## src/rtl/rx_port_arbiter.sv

```systemverilog
// rx_port_arbiter: round-robin drain of N rx ports into one registered output slot.
// A granted port's flit is captured on the clock edge while its item_read pulses
// combinationally in the same cycle; the slot supports zero-bubble back-to-back
// transfers when the downstream stage accepts and another port is requesting.

`ifndef PAYLOAD_SIZE
`define PAYLOAD_SIZE 32
`endif
`ifndef ADDR_BITS
`define ADDR_BITS 8
`endif

module rx_port_arbiter #(
   parameter int N         = 5,
   parameter int PORT_BITS = 3,
   parameter int routerid  = -1
) (
   input  logic                                     rclk,
   input  logic                                     reset,
   input  logic [N-1:0]                             rx_valid,
   input  logic [N*(`PAYLOAD_SIZE+`ADDR_BITS)-1:0]  rx_data,
   input  logic [N-1:0]                             port_mask,
   output logic [N-1:0]                             rx_item_read,
   output logic                                     out_valid,
   output logic [`PAYLOAD_SIZE+`ADDR_BITS-1:0]      out_data,
   output logic [PORT_BITS-1:0]                     out_port,
   input  logic                                     out_ready
);

   localparam int W = `PAYLOAD_SIZE + `ADDR_BITS;

   localparam logic [0:0] IDLE = 1'b0;
   localparam logic [0:0] HOLD = 1'b1;

   // Reject port counts the index width cannot address; routerid -1 means unassigned.
   if (N < 1 || N > 8 || (1 << PORT_BITS) < N || routerid < -1) begin : g_param_check
      $error("rx_port_arbiter: illegal parameters N=%0d PORT_BITS=%0d routerid=%0d",
             N, PORT_BITS, routerid);
   end

   logic [0:0]           state;
   logic [PORT_BITS-1:0] rr_ptr;
   logic [PORT_BITS-1:0] rr_next;
   logic [N-1:0]         req;
   logic                 req_any;
   logic                 found;
   logic [PORT_BITS-1:0] grant;
   logic [W-1:0]         grant_data;
   logic                 cap;

   assign req     = rx_valid & port_mask;
   assign req_any = |req;

   // Slot can take a new flit when empty, or when the held flit leaves this cycle.
   assign cap = ((state == IDLE) || out_ready) && req_any;

   // Pointer moves just past the granted port, wrapping at N-1.
   assign rr_next = (int'(grant) == N - 1) ? '0 : grant + 1'b1;

   assign out_valid = (state == HOLD);

   // Rotating priority: scan rr_ptr..N-1 first, then wrap and scan 0..N-1.
   always_comb begin
      found = 1'b0;
      grant = '0;
      for (int unsigned i = 0; i < N; i++) begin
         if (!found && req[i] && (i >= 32'(rr_ptr))) begin
            found = 1'b1;
            grant = PORT_BITS'(i);
         end
      end
      for (int unsigned i = 0; i < N; i++) begin
         if (!found && req[i]) begin
            found = 1'b1;
            grant = PORT_BITS'(i);
         end
      end
   end

   // Select the granted port's flit.
   always_comb begin
      grant_data = '0;
      for (int unsigned i = 0; i < N; i++) begin
         if (grant == PORT_BITS'(i)) begin
            grant_data = rx_data[i*W +: W];
         end
      end
   end

   // One-hot read pulse to the granted port; held off while reset is asserted.
   always_comb begin
      rx_item_read = '0;
      for (int unsigned i = 0; i < N; i++) begin
         rx_item_read[i] = cap && reset && (grant == PORT_BITS'(i));
      end
   end

   // Slot state, captured flit and round-robin pointer.
   always_ff @(posedge rclk or negedge reset) begin
      if (!reset) begin
         state    <= IDLE;
         out_data <= '0;
         out_port <= '0;
         rr_ptr   <= '0;
      end else if (cap) begin
         state    <= HOLD;
         out_data <= grant_data;
         out_port <= grant;
         rr_ptr   <= rr_next;
      end else if ((state == HOLD) && out_ready) begin
         state    <= IDLE;
      end
   end

   a_read_onehot: assert property (@(posedge rclk) disable iff (!reset)
      $onehot0(rx_item_read));

   a_ptr_range: assert property (@(posedge rclk) disable iff (!reset)
      int'(rr_ptr) < N);

   a_hold_stable: assert property (@(posedge rclk) disable iff (!reset)
      (out_valid && !out_ready) |=> (out_valid && $stable(out_data) && $stable(out_port)));

endmodule
```

## config.mk

```make
export PLATFORM = sky130hd
export DESIGN_NAME = rx_port_arbiter
export DESIGN_NICKNAME = d
export VERILOG_FILES = /design/src/rtl/rx_port_arbiter.sv
export SDC_FILE = /design/constraint.sdc
export NUM_CORES = 1
export LEC_CHECK = 0
export CAP_MARGIN = 20
export CORE_MARGIN = 2
export CORE_UTILIZATION = 40
export CTS_BUF_LIST = sky130_fd_sc_hd__clkbuf_4
export CTS_CLUSTER_SIZE = 10
export DETAILED_ROUTE_END_ITERATION = 8
export PLACE_DENSITY = 0.89
export SLEW_MARGIN = 5
export SYNTH_ARGS = -nofsm -noshare
export SYNTH_HDL_FRONTEND = slang
export SYNTH_SLANG_ARGS = --single-unit
```

## constraint.sdc

```tcl
create_clock -name rclk -period 9.7 [get_ports rclk]
set_clock_uncertainty 0.1 [all_clocks]
set_input_delay 1.94 -clock rclk [delete_from_list [all_inputs] [get_ports rclk]]
set_output_delay 1.94 -clock rclk [all_outputs]
set_load 0.01 [all_outputs]
```

[Word-level counts from Yosys, hierarchy flattened]
Cells that the tools add are included.
Word-level totals
  register bits after elaboration: 47
  input port bits: 213
  output and inout bits: 49
  logic and storage cells: 78
Cells by class
  add/sub/neg operators: 1
  $lt $le $gt $ge: 5
  eq/ne operators: 5
  mux-type cells: 26
  bitwise gates (word level): 2
  reduce and logical (&&, ||, !) cells: 35
Operators by type and width (number)
  two-way mux 40 bit: 5
  two-way mux 3 bit: 8
  logical AND 1 bit: 22
  two-way mux 1 bit: 12
  zero test 1 bit: 9
  equality test 3 x 2 -> 1 bit, second input constant: 2
  equality test 3 bit, second input constant: 2
  >= comparator 1 x 3 -> 1 bit, first input constant: 2
  >= comparator 2 x 3 -> 1 bit, first input constant: 2
  bitwise AND 5 bit: 1
  OR reduction 5 bit: 1
  adder 3 x 1 -> 3 bit, second input constant: 1
  equality test 3 x 1 -> 1 bit, second input constant: 1
  >= comparator 3 bit, first input constant: 1
  zero test 3 bit: 1
  two-way mux 2 bit: 1
  nonzero test 2 bit: 1
  logical OR 1 bit: 1
  NOT 1 bit: 1

[Logic depth before layout (Yosys ltp)]
  depth after elaboration: 40
  gate-level depth with buffers: 13
  mapped depth without buffers: 11

[Worst setup path before layout]
Ideal clock, no wire load.
  path kind: input to output
  start: in rx_valid[2]
  end: out rx_item_read[3]
  arrival: 3.783 ns
  path slack: 3.877 ns
  stages: 10
  path buffers: 2
  cells stage by stage: nand2_1 -> a211oi_2 -> or2_2 -> a2bb2oi_1 -> inv_1 -> ha_1 -> ha_1 -> buf_1 -> buf_2 -> and3_1
Between the ends
  word-level cells in the longest chain between the ends: 29
  elaborated cells on any way between the ends: 39
RTL lines
  from (decl): RTL line 20  | input logic [N-1:0] rx_valid,
  bitwise AND 5 bit (*): RTL line 51  | assign req = rx_valid & port_mask;
  logical AND 1 bit (2 in a row): RTL line 67  | if (!found && req[i] && (i >= 32'(rr_ptr))) begin
  two-way mux 1 bit: RTL line 67
  zero test 1 bit: RTL line 67
  logical AND 1 bit (2 in a row): RTL line 67
  two-way mux 1 bit: RTL line 67
  zero test 1 bit: RTL line 67
  logical AND 1 bit (2 in a row): RTL line 67
  [11 not listed]
  logical AND 1 bit: RTL line 73  | if (!found && req[i]) begin
  two-way mux 1 bit: RTL line 73
  zero test 1 bit: RTL line 73
  logical AND 1 bit: RTL line 73
  two-way mux 3 bit (*): RTL line 73
  via grant[0]: RTL line 47  | logic [PORT_BITS-1:0] grant;
  equality test 3 x 2 -> 1 bit (*): RTL line 94  | rx_item_read[i] = cap && reset && (grant == PORT_BITS'(i));
  logical AND 1 bit (*): RTL line 94
  to (decl): RTL line 23  | output logic [N-1:0] rx_item_read,
Mark *: on every way through the listed nets, which the timed path passes. The rest lies on a longest branch.

[Worst setup path in the final report]
  start: in port_mask[2]
  end: out rx_item_read[3]
Between the ends
  word-level cells in the longest chain between the ends: 29
  elaborated cells on any way between the ends: 39
RTL lines
  from (decl): RTL line 22  | input logic [N-1:0] port_mask,
  bitwise AND 5 bit (*): RTL line 51
  logical AND 1 bit (2 in a row): RTL line 67
  two-way mux 1 bit: RTL line 67
  zero test 1 bit: RTL line 67
  logical AND 1 bit (2 in a row): RTL line 67
  two-way mux 1 bit: RTL line 67
  zero test 1 bit: RTL line 67
  logical AND 1 bit (2 in a row): RTL line 67
  [10 not listed]
  zero test 1 bit: RTL line 73
  logical AND 1 bit: RTL line 73
  two-way mux 1 bit: RTL line 73
  zero test 1 bit: RTL line 73
  logical AND 1 bit: RTL line 73
  two-way mux 3 bit: RTL line 73
  equality test 3 x 2 -> 1 bit: RTL line 94
  logical AND 1 bit (*): RTL line 94
Mark *: on every way between the ends. The rest lies on a longest branch, timed or not.

==> impl_metrics.toml <==
[routing]
viasPerCell = 5.789
drt-initial-drc-count = 209
drcViolationCount = 0
ant_nets = 0
wl_per_cell_um = 19.09
firstDrtPassIters = 5
vias = 4631
drt-total-wl_mm = 15.27

[grt]
grtUsageTotal = 0.2774
antenna_found_initial = 0
grt_start_max_net_pins = 82
grt_pass1_wl_mm = 22.71
grt_overflow_total = 0
grt_pass1_vias = 4617

[clocking]
clk_path_buf_depth = 2
post_cts_resized = 0
path_clk_slew_ns = 0.13
cts_buffers = 5
cts-root-buf = "clkbuf_4"
cts.hold.buffers_added = 0
clock_latency_ns = 0.36
post-cts-setup-buffers = 0
clock_sinks = 47
cts_tree = "done"
h-tree-depth = 2

[synth]
synth_compound_area_frac = 0.3934
async_flop_share = 1.000
yosysTopAreaCell = "dfrtp_1"
synthAdderAreaFrac = 0.01594
netlist-cell-type-count = 41
synthesis.area_mm2 = 0.003925
syn_avg_cell_area_um2 = 8.900
ys.flop_type = "dfrtp_1"
synth-edff-count = 0
synth_most_common_cell = "dfrtp_1"
synth.yosys.warnings = 0
synthTopCellsByCount = "dfrtp_1 (47), nor2_1 (45), nor2b_1 (42)"
synth_top_cell_area_share = 0.2996
synthMuxAreaShare = 0
synth_xor_area_frac = 0
synth_area_leaders = "dfrtp_1 (30%), a21oi_2 (8.9%), a221oi_1 (8.9%)"
syn_inst = 441
synth-simple-area-share = 0.2168
ys_seq_area_frac = 0.2996
synth_nets = 659
yosys_register_bits = 47
synth_top_family_by_area = "compound AO/OA/AOI/OAI gates"

[power_and_ir_drop]
power.leakage_nw = 2.377
peakVddDrop_mv = 0.09595
total_power_mw = 1.450
powerDensity_mw_per_mm2 = 221.8

[placement]
io_buffers = 261
hpwl_mm = 11.46
gp_congestion = 0.9893

[critical_path]
startpoint_type = "primary input"
critPathMaxFanout = 81
arrival_ns = 5.41
path_class = "primary input to primary output"
required_ns = 7.66
critPathCaptureType = "primary output"

[finish]
antenna_cells = 0
multi_input_area_mm2 = 0.002481
fillerInstances = 802
area.growth.synth_to_final_pct = 66.56
num-nets-final = 885
ff_latch_area_mm2 = 0.001176
drive_gt1_frac = 0.1049

[sta]
hold_viol_final = 0
hold_ws_ns = 0.4133
finalSetupTns_ns = 0
grt_setup_unrepaired = "no"
fin_crit_ns = 7.446
worstMarginPinSlew_ns = 0.9345
slew_headroom = 0.3757
fin_crit_sh = 0.7676
timing.fmax_mhz = 134.3
slew_viol_final = 0
setup_viol = 0

[die]
floorplan.die_area_mm2 = 0.01062
core_mm2 = 0.009639
initial_core_util = 0.4072
die_w_um = 103.1
num_rows = 36
io_pins = 262
die_h_um = 103.1

[status]
outcome = "complete, no violations"

[min_path]
hold_class = "flop to flop"

[flow_run]
max_cap_violations = 0
==> cell type report <==
class	instances	share of cell area
clock buffer	5	0.005742
inverter	2	0.001148
sequential	47	0.1799
clock inverter	2	0.001340
tap	133	0.02545
timing repair buffer	268	0.4069
multi-input combinational	343	0.3795
==> critical path: stages <==
cell,delay [ns]
clkdlybuf4s50_1,0.51
nand2_1,0.11
a211oi_2,0.37
a211o_2,0.74
ha_2,0.30
buf_4,0.62
and3_1,0.26
clkdlybuf4s50_1,0.53
==> final timing paths <==
path,start,end,slack [ns],depth (start not counted)
max,port_mask[2],rx_item_read[3],2.25,8
max reg2reg,rr_ptr[0],out_data[26],5.58,11
max in group asynchronous,reset,out_data[8],7.27,2
min,out_port[1],out_port[1],0.41,2
min reg2reg,out_port[1],out_port[1],0.41,2
min in group asynchronous,reset,out_data[17],1.43,1
==> power breakdown <==
group,internal (mW),leakage [nW],total (mW),switching [mW]
clock,0.0259,0.0285,0.0911,0.0653
combinational,0.500,1.80,1.01,0.506
sequential,0.290,0.548,0.353,0.0626
==> metrics by stage <==
stage	cells	util	area, µm²	worst slack [ns]
5_1_grt	800	0.6782	6538	1.998
3_3_place_gp	793	0.6734	6491	2.359
3_5_place_dp	793	0.6734	6491	2.308
6_report	800	0.6782	6538	2.254
4_1_cts	800	0.6782	6538	2.294
2_1_floorplan	441	-	3925	3.877
==> state kept, by name (all words and copies together) (netlist names) <==
name / count
rr_ptr: 3
out_data: 40
out_port: 3
out_valid: 1
==> routing by layer <==
metal	track usage	wire length (µm)	up-vias	share of wire
met2	0.4895	7938	215	0.52
met4	0.1144	501	0	0.033
met1	0.3259	5826	2223	0.38
met3	0.05966	1001	38	0.066
met5	0	0	-	0
li1	-	-	2155	-
==> placed cells by master (no fill, tap or decap), types with 3 or more instances in the layout <==
cell type          n
nor2b_1           41
nand2_1           14
ha_2               3
a221oi_1          40
nor3_1            40
o21ai_0            5
dfrtp_1           47
buf_4              7
a22oi_1           41
o2bb2ai_1         40
nor2_1            45
clkbuf_4           5
nand3_1            4
clkdlybuf4s50_1  260
a21oi_2           40
==> cell families (layout without fill, tap and decap cells) <==
| group | Yosys count | count (layout) |
|---|---|---|
| buf+inv | 51 | 277 |
| fa+ha+maj | 5 | 5 |
| simple gates | 157 | 157 |
| flops | 47 | 47 |
| compound gates | 181 | 181 |
Power figures use the tool's default switching activity.
